===== src/rtl/keypad_scan_ctrl.sv =====
// Tick-paced 4x4 keypad scanner: walks an active-low column, debounces the
// detected key's press and release, and emits one key code strobe per press.
module keypad_scan_ctrl #(
    parameter int unsigned DEBOUNCE_TICKS = 3
) (
    input  logic       clk,
    input  logic       rst,
    input  logic       tick,
    input  logic [3:0] row,
    output logic [3:0] col,
    output logic [3:0] key_code,
    output logic       key_valid,
    output logic       key_held
);

    localparam logic [3:0] CNT_LAST = 4'(DEBOUNCE_TICKS - 1);

    typedef enum logic [1:0] {
        SCAN     = 2'd0,
        DEBOUNCE = 2'd1,
        HOLD     = 2'd2
    } state_t;

    state_t     state_q, state_d;
    logic [3:0] row_m_q, row_s_q;
    logic [1:0] col_idx_q, col_idx_d;
    logic [1:0] row_idx_q, row_idx_d;
    logic [3:0] cnt_q, cnt_d;
    logic [3:0] col_q, col_d;
    logic [3:0] key_code_q, key_code_d;
    logic       key_valid_q, key_valid_d;
    logic       key_held_q, key_held_d;

    function automatic logic [3:0] key_map(input logic [1:0] c, input logic [1:0] r);
        logic [3:0] k;
        case ({r, c})
            4'b00_00: k = 4'h1;
            4'b00_01: k = 4'h2;
            4'b00_10: k = 4'h3;
            4'b00_11: k = 4'hA;
            4'b01_00: k = 4'h4;
            4'b01_01: k = 4'h5;
            4'b01_10: k = 4'h6;
            4'b01_11: k = 4'hB;
            4'b10_00: k = 4'h7;
            4'b10_01: k = 4'h8;
            4'b10_10: k = 4'h9;
            4'b10_11: k = 4'hC;
            4'b11_00: k = 4'h0;
            4'b11_01: k = 4'hF;
            4'b11_10: k = 4'hE;
            default:  k = 4'hD;
        endcase
        return k;
    endfunction

    // Lowest-numbered low row wins when several keys share the column.
    function automatic logic [1:0] lowest_low(input logic [3:0] r);
        logic [1:0] idx;
        if (!r[0])      idx = 2'd0;
        else if (!r[1]) idx = 2'd1;
        else if (!r[2]) idx = 2'd2;
        else            idx = 2'd3;
        return idx;
    endfunction

    always_comb begin
        state_d     = state_q;
        col_idx_d   = col_idx_q;
        row_idx_d   = row_idx_q;
        cnt_d       = cnt_q;
        key_code_d  = key_code_q;
        key_valid_d = 1'b0;

        if (tick) begin
            unique case (state_q)
                SCAN: begin
                    if (row_s_q == 4'hF) begin
                        col_idx_d = col_idx_q + 2'd1;
                    end else begin
                        row_idx_d = lowest_low(row_s_q);
                        cnt_d     = 4'd0;
                        state_d   = DEBOUNCE;
                    end
                end
                DEBOUNCE: begin
                    if (row_s_q[row_idx_q]) begin
                        state_d   = SCAN;
                        col_idx_d = col_idx_q + 2'd1;
                    end else if (cnt_q == CNT_LAST) begin
                        key_code_d  = key_map(col_idx_q, row_idx_q);
                        key_valid_d = 1'b1;
                        cnt_d       = 4'd0;
                        state_d     = HOLD;
                    end else begin
                        cnt_d = cnt_q + 4'd1;
                    end
                end
                HOLD: begin
                    if (row_s_q == 4'hF && cnt_q == CNT_LAST) begin
                        state_d   = SCAN;
                        col_idx_d = col_idx_q + 2'd1;
                    end else if (row_s_q == 4'hF) begin
                        cnt_d = cnt_q + 4'd1;
                    end else begin
                        cnt_d = 4'd0;
                    end
                end
                default: state_d = SCAN;
            endcase
        end

        col_d      = ~(4'b0001 << col_idx_d);
        key_held_d = (state_d == HOLD);
    end

    always_ff @(posedge clk or posedge rst) begin
        if (rst) begin
            row_m_q     <= 4'hF;
            row_s_q     <= 4'hF;
            state_q     <= SCAN;
            col_idx_q   <= 2'd0;
            row_idx_q   <= 2'd0;
            cnt_q       <= 4'd0;
            col_q       <= 4'b1110;
            key_code_q  <= 4'h0;
            key_valid_q <= 1'b0;
            key_held_q  <= 1'b0;
        end else begin
            row_m_q     <= row;
            row_s_q     <= row_m_q;
            state_q     <= state_d;
            col_idx_q   <= col_idx_d;
            row_idx_q   <= row_idx_d;
            cnt_q       <= cnt_d;
            col_q       <= col_d;
            key_code_q  <= key_code_d;
            key_valid_q <= key_valid_d;
            key_held_q  <= key_held_d;
        end
    end

    assign col       = col_q;
    assign key_code  = key_code_q;
    assign key_valid = key_valid_q;
    assign key_held  = key_held_q;

endmodule


===== config.mk =====
export PLATFORM = sky130hd
export DESIGN_NAME = keypad_scan_ctrl
export DESIGN_NICKNAME = d
export VERILOG_FILES = /design/src/rtl/keypad_scan_ctrl.sv
export SDC_FILE = /design/constraint.sdc
export NUM_CORES = 1
export LEC_CHECK = 0
export CAP_MARGIN = 5
export CORE_ASPECT_RATIO = 0.8
export CORE_MARGIN = 1
export CORE_UTILIZATION = 50
export DETAILED_ROUTE_END_ITERATION = 7
export GPL_ROUTABILITY_DRIVEN = 0
export HOLD_SLACK_MARGIN = 0.15
export PLACE_DENSITY_LB_ADDON = 0.12
export SYNTH_ARGS = -nofsm -noshare
export SYNTH_HDL_FRONTEND = slang
export SYNTH_SLANG_ARGS = --single-unit

===== constraint.sdc =====
create_clock -name clk -period 5.05 [get_ports clk]
set_input_delay 1.01 -clock clk [delete_from_list [all_inputs] [get_ports clk]]
set_output_delay 1.01 -clock clk [all_outputs]
set_load 0.01 [all_outputs]

==> results_dict.tcl <==
set metrics [dict create \
    timing.fmax_ghz 0.414 \
    powerDensity_nw_per_um2 461 \
    grt_overflow 0 \
    antenna_found_initial 0 \
    max_stage_delay_ns 0.55 \
    slew-limit-headroom 0.313 \
    rr_endpoint "col[2]" \
    clockBufferDepth 2 \
    start_util 0.530 \
    r2r_slack_ns 3.03 \
    finish.net_count 161 \
    yosysTopAreaCellShare 0.290 \
    maxCapViolCount 0 \
    dieWidth_um 62.5 \
    root_buffer "clkbuf_4" \
    holdPathEnd "row_s_q[3]" \
    crit_chain "clkdlybuf4s50_1" \
    core_area_sq_um 2770 \
    drtIter0Drc 38 \
    post_cts_buffers 0 \
    dieArea_sq_um 3150 \
    ys_ff_latch 28 \
    tns_ns 0 \
    drcViolationCount 0 \
    synth-async-reset-ratio 1.00 \
    synth_cells 126 \
    io_buffers 16 \
    holdWs_ns 0.367 \
    peakVddDrop_mv 0.216 \
    path_buf_inv 1 \
    period_needed_ns 2.41 \
    p_comb_frac 0.433 \
    status "complete, no violations" \
    rsz0062_at_grt "false" \
    p_leak_uw 0.000756 \
    worstSetupPathType "flop to primary output" \
    h-tree-depth 1 \
    synth_area_sq_um 1470 \
    numCtsBuffers 3 \
    p_clk_frac 0.135 \
    reg2regPathDepth 7 \
    setup_viol 0 \
    ys_warn_count 0 \
    required_ns 4.04 \
    first_pass_iters 4 \
    yosysTopAreaCell "dfrtp_1" \
    cp_max_fo 1 \
    post-dp-hpwl_um 1900 \
    sw_frac_of_total 0.362 \
    hold_path_depth 0 \
    placementRows 17 \
    synthFlopType "dfrtp_1" \
    yosysMostFrequentCell "dfrtp_1" \
    post_cts_resized 0 \
    cts_hold_buf 0 \
    tightest_slew_ns 1.03 \
    seqPwrFrac 0.433 \
    pin_count 17 \
    min_path_type "flop to flop" \
    grt_first_pass_wirelength_um 4270 \
    synth_edf_count 0 \
    grt_max_degree 29 \
    seq_area_frac_synth 0.487 \
    num_vias 1049 \
    synth_common_cells "dfrtp_1 (17), inv_1 (12), nand2_1 (12)" \
    grt_pass1_vias 959 \
    worst_clock_skew_ns 0.0112 \
    n_fill_cell 227 \
    routed_wl_um 2540 \
    synth.avg_cell_area_sq_um 11.6 \
    wire_per_inst_um 13.9 \
    finalPower_uw 781 \
    syn-num-nets 142 \
    netSwitchingPower_uw 283 \
    cts.sinks 28 \
    grt_usage 0.179 \
    cts_tree "yes" \
    crit_slowest_cell "dfstp_2" \
    intPower_uw 498 \
    synthToLayoutAreaGrowth_pct 15.6 \
    antenna_left 0 \
    crit_family "flip-flops" \
    diodes 0 \
    maxSlewViolCount 0 \
    arrival_ns 1.40 \
    die_h_um 50.4 \
    r2r_start "cnt_q[0]" \
    hp-start "row_m_q[3]" \
    cp-start-kind "flop" \
    drive_gt1_frac 0.243 \
    viasPerCell 5.76 \
    clkTransAtPathRegs_ns 0.14 \
    synth_cell_types 46 \
    clock_latency_ns 0.32 \
    post-route-period-util 0.478 \
    crit_path_end_kind "primary output" \
    ys_top_cells_by_area "dfrtp_1 (29%), dfstp_2 (20%), ha_1 (7.7%)" \
    hold_violations 0 \
]
[power by group through the flow]
stage	clock (uW)	combinational, uW	sequential [uW]
final	105	338	338
after global placement	0	331	338
after global routing	119	377	347
after floorplan	0	245	333
after CTS	111	339	338
after detailed placement	0	338	342
[sequential cells by signal, summed over array words and instances, names as in the netlist]
register and flops:
cnt_q 4, col 4, col_idx_q 2, key_code 4, key_held 1, key_valid 1, row_idx_q 2, row_m_q 4
row_s_q 4, state_q 2
[stage by stage]
step,utilization,cells,area (sq um),worst slack (ns)
after floorplan,-,126,1470,3.18
after global placement,0.600,178,1660,2.51
after detailed placement,0.600,178,1660,2.45
after CTS,0.613,182,1700,2.62
after global routing,0.613,182,1700,2.60
final,0.613,182,1700,2.64
[routing by layer]
layer	part of all wire	track usage
met3	0.039	0.0409
met2	0.48	0.322
met5	0	0
met1	0.47	0.217
met4	0.011	0.0465
[layout by cell type (no fill, tap or decap), types with 2 or more instances in the layout]
cell type / n
a21oi_1: 6
o211ai_1: 2
ha_1: 9
clkdlybuf4s50_1: 16
o21ai_2: 2
dfrtp_1: 17
mux2_4: 2
inv_1: 12
nor2_1: 2
o21bai_1: 2
nand3_1: 2
dfstp_2: 11
clkbuf_4: 3
nand4_1: 3
nand2_1: 12
nand2b_1: 4
o21ai_0: 5
o2bb2ai_2: 2
mux2_2: 4
[area by class of cell]
type / count / area (sq um) / share of cell area
Multi-Input combinational cell: 84 / 692 / 0.408
Tap cell: 38 / 47.5 / 0.0280
Inverter: 12 / 45.0 / 0.0266
Sequential cell: 28 / 714 / 0.421
Clock buffer: 4 / 36.3 / 0.0214
Timing Repair Buffer: 16 / 160 / 0.0945
[cells by family after synthesis]
logic type / Yosys count / share of synthesized area
AOI/OAI and AO/OA: 31 / 0.178
xor gates and xnor gates: 1 / 0.00597
DFF: 28 / 0.487
adders and majority gates: 9 / 0.0768
muxes: 7 / 0.0691
and+or+nand+nor: 36 / 0.142
buffers and inverters: 14 / 0.0410
[worst max-delay path by stage]
stage,from,slack [ns],endpoint,cells after the start
2_1_floorplan,tick,3.18,col[2],3
3_3_place_gp,tick,2.51,col[0],5
3_5_place_dp,tick,2.45,col[0],5
4_1_cts,col[1],2.62,col[1],1
5_1_grt,col[1],2.60,col[1],1
6_report,col[1],2.64,col[1],1
Note: power is estimated with default switching activity, not from simulation.
